<file path="src/rtl/posit_pkg.sv">
// Shared constants and the S1 pipeline word for the posit<16,1> divider output stage.
package posit_pkg;

    localparam int N         = 16;
    localparam int ES        = 1;
    localparam int SCALE_W   = 8;
    localparam int MAX_SCALE = (N - 2) * (2 ** ES);

    localparam logic signed [SCALE_W:0] MAX_SCALE_S = (SCALE_W + 1)'(MAX_SCALE);

    localparam logic [N-1:0] POSIT_NAR    = 16'h8000;
    localparam logic [N-1:0] POSIT_ZERO   = 16'h0000;
    localparam logic [N-1:0] POSIT_MAXPOS = 16'h7FFF;
    localparam logic [N-1:0] POSIT_MINPOS = 16'h0001;

    typedef struct packed {
        logic                      sign;
        logic signed [SCALE_W:0]   eff_scale;
        logic                      sat_hi;
        logic                      sat_lo;
        logic [N-1:0]              frac;
        logic                      zero;
        logic                      nar;
    } s1_word_t;

endpackage

</file>
<file path="src/rtl/posit_round_pack.sv">
// Combinational regime/exponent/fraction packer with round-to-nearest-even,
// saturation to maxpos/minpos and two's-complement sign application.
module posit_round_pack
    import posit_pkg::*;
(
    input  logic                    sign_i,
    input  logic signed [SCALE_W:0] eff_scale_i,
    input  logic [N-1:0]            frac_i,
    input  logic                    sat_hi_i,
    input  logic                    sat_lo_i,
    output logic [N-1:0]            posit_o
);

    // Wide enough for the longest regime plus exponent plus fraction.
    localparam int SW = 48;
    localparam logic [SCALE_W:0] ONE_S = {{SCALE_W{1'b0}}, 1'b1};

    logic signed [SCALE_W:0] k;
    logic [SCALE_W:0]        run_len;
    logic [SCALE_W:0]        reg_len;
    logic [SW-1:0]           regime_v;
    logic [SW-1:0]           payload_v;
    logic [SW-1:0]           str_v;
    logic [N-2:0]            body_t;
    logic                    guard;
    logic                    sticky;
    logic                    round_up;
    logic [N-1:0]            rounded;
    logic [N-1:0]            mag;

    always_comb begin
        k = eff_scale_i >>> ES;
        if (!k[SCALE_W]) begin
            run_len  = $unsigned(k) + ONE_S;
            regime_v = ~({SW{1'b1}} >> run_len);
        end else begin
            run_len  = $unsigned(-k);
            regime_v = {1'b1, {(SW - 1){1'b0}}} >> run_len;
        end
        // The terminating regime bit follows the run of identical bits.
        reg_len   = run_len + ONE_S;
        payload_v = {eff_scale_i[ES-1:0], frac_i, {(SW - N - ES){1'b0}}} >> reg_len;
        str_v     = regime_v | payload_v;

        body_t   = str_v[SW-1 -: (N - 1)];
        guard    = str_v[SW-N];
        sticky   = |str_v[SW-N-1:0];
        round_up = guard & (body_t[0] | sticky);
        rounded  = {1'b0, body_t} + {{(N - 1){1'b0}}, round_up};

        mag = rounded;
        if (sat_hi_i || rounded[N-1]) begin
            mag = POSIT_MAXPOS;
        end else if (sat_lo_i || (rounded == '0)) begin
            mag = POSIT_MINPOS;
        end
        posit_o = sign_i ? (-mag) : mag;
    end

endmodule

</file>
<file path="src/rtl/posit_div_encoder.sv">
// Two-stage output stage of the posit divider: S1 normalizes the scale and
// flags saturation, S2 packs and rounds the posit and holds it for downstream.
module posit_div_encoder
    import posit_pkg::*;
(
    input  logic                      clk,
    input  logic                      rst,
    input  logic                      in_valid,
    output logic                      in_ready,
    input  logic                      in_sign,
    input  logic signed [SCALE_W-1:0] in_scale,
    input  logic [N-1:0]              in_frac,
    input  logic                      in_norm,
    input  logic                      in_zero,
    input  logic                      in_nar,
    output logic                      out_valid,
    input  logic                      out_ready,
    output logic [N-1:0]              out_posit
);

    logic                    s1_valid_q;
    s1_word_t                s1_q;
    s1_word_t                s1_d;
    logic                    out_valid_q;
    logic [N-1:0]            out_posit_q;
    logic [N-1:0]            out_posit_d;
    logic [N-1:0]            enc_posit;
    logic signed [SCALE_W:0] eff_scale;
    logic                    s2_free;

    // Handshake: a word moves when valid && ready on that side; out_valid and
    // out_posit hold while stalled; S1 moves whenever S2 is empty or emitting.
    assign s2_free  = !out_valid_q || out_ready;
    assign in_ready = !s1_valid_q || s2_free;

    always_comb begin
        eff_scale        = {in_scale[SCALE_W-1], in_scale} + {{SCALE_W{1'b0}}, in_norm};
        s1_d.sign        = in_sign;
        s1_d.eff_scale   = eff_scale;
        s1_d.sat_hi      = eff_scale > MAX_SCALE_S;
        s1_d.sat_lo      = eff_scale < -MAX_SCALE_S;
        s1_d.frac        = in_frac;
        s1_d.zero        = in_zero;
        s1_d.nar         = in_nar;
    end

    posit_round_pack u_round_pack (
        .sign_i      (s1_q.sign),
        .eff_scale_i (s1_q.eff_scale),
        .frac_i      (s1_q.frac),
        .sat_hi_i    (s1_q.sat_hi),
        .sat_lo_i    (s1_q.sat_lo),
        .posit_o     (enc_posit)
    );

    // NaR outranks zero, which outranks the encoded value.
    always_comb begin
        out_posit_d = enc_posit;
        if (s1_q.nar) begin
            out_posit_d = POSIT_NAR;
        end else if (s1_q.zero) begin
            out_posit_d = POSIT_ZERO;
        end
    end

    always_ff @(posedge clk) begin
        if (rst) begin
            s1_valid_q  <= 1'b0;
            s1_q        <= '0;
            out_valid_q <= 1'b0;
            out_posit_q <= '0;
        end else begin
            if (in_ready) begin
                s1_valid_q <= in_valid;
                if (in_valid) begin
                    s1_q <= s1_d;
                end
            end
            if (s2_free) begin
                out_valid_q <= s1_valid_q;
                if (s1_valid_q) begin
                    out_posit_q <= out_posit_d;
                end
            end
        end
    end

    assign out_valid = out_valid_q;
    assign out_posit = out_posit_q;

endmodule
</file>
<file path="config.mk">
export PLATFORM = sky130hd
export DESIGN_NAME = posit_div_encoder
export DESIGN_NICKNAME = d
export VERILOG_FILES = /design/src/rtl/posit_pkg.sv /design/src/rtl/posit_round_pack.sv /design/src/rtl/posit_div_encoder.sv
export SDC_FILE = /design/constraint.sdc
export NUM_CORES = 1
export LEC_CHECK = 0
export ABC_CLOCK_PERIOD_IN_PS = 6100
export BUFFER_PORTS_ARGS = -buffer_cell sky130_fd_sc_hd__buf_2
export CAP_MARGIN = 25
export CORE_MARGIN = 5
export CORE_UTILIZATION = 56
export CTS_BUF_LIST = sky130_fd_sc_hd__clkbuf_4 sky130_fd_sc_hd__clkbuf_8
export DETAILED_ROUTE_END_ITERATION = 10
export GPL_TIMING_DRIVEN = 0
export PLACE_DENSITY = 0.81
export SLEW_MARGIN = 20
export SYNTH_ARGS = -nofsm -noshare
export SYNTH_HDL_FRONTEND = slang
export SYNTH_HIERARCHICAL = 1
export SYNTH_SLANG_ARGS = --single-unit
</file>
<file path="constraint.sdc">
create_clock -name clk -period 6.1 [get_ports clk]
set_clock_uncertainty 0.15 [all_clocks]
set_input_delay 0.305 -clock clk [delete_from_list [all_inputs] [get_ports clk]]
set_output_delay 0.305 -clock clk [all_outputs]
set_load 0.005 [all_outputs]
</file>
==> flow_metrics.env <==
export IMPL_io_buffers=46
export IMPL_num_io_pins=50
export IMPL_reg2reg_slack_ns=0.18
export IMPL_core_area_um2=11500
export IMPL_ir_drop_uv=191
export IMPL_synth_edf_count=0
export IMPL_mostFrequentLayoutCell="nand2_1"
export IMPL_crit_path_end_kind="register"
export IMPL_firstDrtPassIters=5
export IMPL_wl_per_cell_um=18.7
export IMPL_worst_r2r_cell_count=27
export IMPL_hold_path_startpoint="in_nar"
export IMPL_antenna_found_initial=0
export IMPL_postCtsHoldBufs=0
export IMPL_gr_usage_all_layers_pct=27.2
export IMPL_ys_warn_count=6
export IMPL_slew_headroom_pct=30.9
export IMPL_globalplace_congestion=1.03
export IMPL_rows=39
export IMPL_hold_depth=3
export IMPL_synth_area_um2=6620
export IMPL_grt_overflow_total=0
export IMPL_cts_root_buf="clkbuf_8"
export IMPL_yosysUniqueCellTypes=128
export IMPL_cts_sinks=48
export IMPL_fin_cells=1093
export IMPL_syn_num_nets=917
export IMPL_hold_class="in2reg"
export IMPL_p_per_area_nw_per_um2=217
export IMPL_worstPathMaxFanout=10
export IMPL_layout_drive_gt1_share_pct=26.5
export IMPL_timing_rr_start="s1_q[28]"
export IMPL_cts_buffers=5
export IMPL_final_max_slew_viol_count=0
export IMPL_grt_pass1_wl_um=32800
export IMPL_insertion_delay_ns=0.31
export IMPL_async_flop_share_pct=0
export IMPL_hold_viol=0
export IMPL_cts_htree_levels=2
export IMPL_drc=0
export IMPL_post_route_period_util_pct=97.0
export IMPL_crit_buf_inv=3
export IMPL_hold_end="s1_q[0]"
export IMPL_synth_seq_cells=48
export IMPL_start_util_pct=57.4
export IMPL_crit_family="compound AO/OA/AOI/OAI gates"
export IMPL_ant_nets=0
export IMPL_drt_iter0_drc=793
export IMPL_path_class="reg2reg"
export IMPL_drv_cap=0
export IMPL_clock_path_buffers=2
export IMPL_p_leak_nw=2.95
export IMPL_fp_dieH_um=119
export IMPL_cp_data_arrival_time_ns=5.96
export IMPL_grt_start_max_net_pins=17
export IMPL_avgSynthCellArea_um2=7.54
export IMPL_vias=7399
export IMPL_syn_inst=877
export IMPL_synth_seq_area_share_pct=14.5
export IMPL_critical_path_max_stage_delay_ns=0.51
export IMPL_fmax_ghz=0.169
export IMPL_ys_flop_type="dfxtp_1"
export IMPL_run_status="complete, no violations"
export IMPL_worst_pin_slew_ns=1.03
export IMPL_die_area_um2=14100
export IMPL_critPathLaunchType="register"
export IMPL_tritoncts="yes"
export IMPL_diodes=0
export IMPL_grt_pass1_vias=6643
export IMPL_fp_dieW_um=119
export IMPL_nets=989
export IMPL_dpl_cell_count=1066
export IMPL_syn_to_final_growth_pct=16.8
export IMPL_cts_clk_slew_worst_paths_ns=0.09
export IMPL_hpwl_um=15000
export IMPL_slowest_stage="or4b_4"
export IMPL_tns_ns=0
export IMPL_finalSetupViolations=0
export IMPL_detail_route_vias_per_cell=6.77
export IMPL_final_cell_mix="127 x nand2_1, 76 x a21oi_1, 62 x buf_2"
export IMPL_p_total_mw=1.68
export IMPL_post_route_min_period_ns=5.92
export IMPL_totalWireLength_um=20500
export IMPL_r2r_end="out_posit[8]"
export IMPL_critPathRequiredTime_ns=6.14
==> cell families after synthesis <==
kind of cell | Yosys count | synth area share [%]
buffers and inverters | 78 | 6.15
AND/OR/NAND/NOR | 371 | 30.1
flip-flops | 48 | 14.5
multiplexers | 35 | 7.30
AO/OA/AOI/OAI | 296 | 34.2
adder cells (fa/ha/maj) | 8 | 1.51
XOR/XNOR | 41 | 6.17
==> area by class of cell <==
type | count | area (um^2)
multi-input combinational | 751 | 5640
fill | 930 | 3790
sequential | 48 | 966
timing repair buffer | 67 | 388
buffer | 57 | 340
tap | 143 | 179
inverter | 19 | 76.3
clock buffer | 5 | 68.8
clock inverter | 3 | 68.8
==> how the worst max path moves through the flow <==
stage / start / to / depth (start not counted)
3_3_place_gp: s1_q[21] / out_posit[12] / 28
2_1_floorplan: s1_q[21] / out_posit[14] / 28
4_1_cts: s1_q[21] / out_posit[8] / 27
3_5_place_dp: s1_q[21] / out_posit[12] / 28
6_report: s1_q[28] / out_posit[8] / 27
5_1_grt: s1_q[28] / out_posit[8] / 27
==> state kept, by name (all words and copies together), names as in the netlist <==
signal and flops:
s1_q 30, s1_valid_q 1, out_valid 1, out_posit 16
==> worst min-delay path: cells and delay by family <==
| kind | cells | cell delay (ns) |
|---|---|---|
| buf+inv | 1 | 0.09 |
| compound gates | 1 | 0.05 |
| simple gates | 1 | 0.04 |
==> per-stage QoR <==
stage / util, % / setup WS (ns) / hold WS, ns / instance area, um^2
after floorplan: - / 0.0212 / 0.284 / 6620
final: 67.1 / 0.185 / 0.0712 / 7730
after global placement: 61.0 / -0.948 / 0.288 / 7020
after global routing: 67.1 / -0.0375 / 0.0580 / 7730
after detailed placement: 61.0 / -1.08 / 0.290 / 7020
after CTS: 64.1 / 0.000771 / 0.0664 / 7380
==> cells in the mapped netlist (8+ instances only) <==
cell / number / area share, %
a22oi_1: 8 / 0.91
buf_2: 17 / 1.3
nand2_1: 129 / 7.3
nor3_1: 20 / 1.5
a21oi_1: 79 / 6.0
inv_1: 14 / 0.79
o211ai_1: 10 / 1.1
a211oi_1: 11 / 1.2
ha_1: 8 / 1.5
nor2_1: 58 / 3.3
xnor2_1: 24 / 3.2
nor2b_1: 8 / 0.76
nand4_1: 10 / 0.95
buf_4: 10 / 1.1
xor2_1: 12 / 1.6
o21a_1: 8 / 0.91
mux2i_1: 21 / 3.2
clkbuf_1: 23 / 1.3
nand3_1: 44 / 3.3
dfxtp_1: 48 / 15
or3_1: 10 / 0.95
mux4_2: 10 / 3.4
o21ai_0: 33 / 2.5
a31oi_1: 14 / 1.3
and3_1: 9 / 0.85
==> where the power goes <==
group / switching (mW) / internal (mW) / total (mW)
registers: 0.0211 / 0.335 / 0.356
logic: 0.632 / 0.415 / 1.05
clock network: 0.112 / 0.165 / 0.277
total: 0.766 / 0.915 / 1.68
==> per-layer routing <==
layer / track usage [%] / part of all wire [%] / vias to the layer above
met1: 36.2 / 41 / 3419
li1: - / - / 3459
met4: 10.4 / 4.2 / 0
met3: 5.11 / 9.3 / 94
met2: 43.6 / 46 / 427
met5: 0 / 0 / -
==> timing repair <==
| action | CTS | global route |
|---|---|---|
| buffers inserted | 6 | 15 |
| pin swaps | 7 | 18 |
| resized for setup | 30 | 48 |
| setup endpoints to repair | 13 | 10 |
Note: power is estimated with default switching activity, not from simulation.
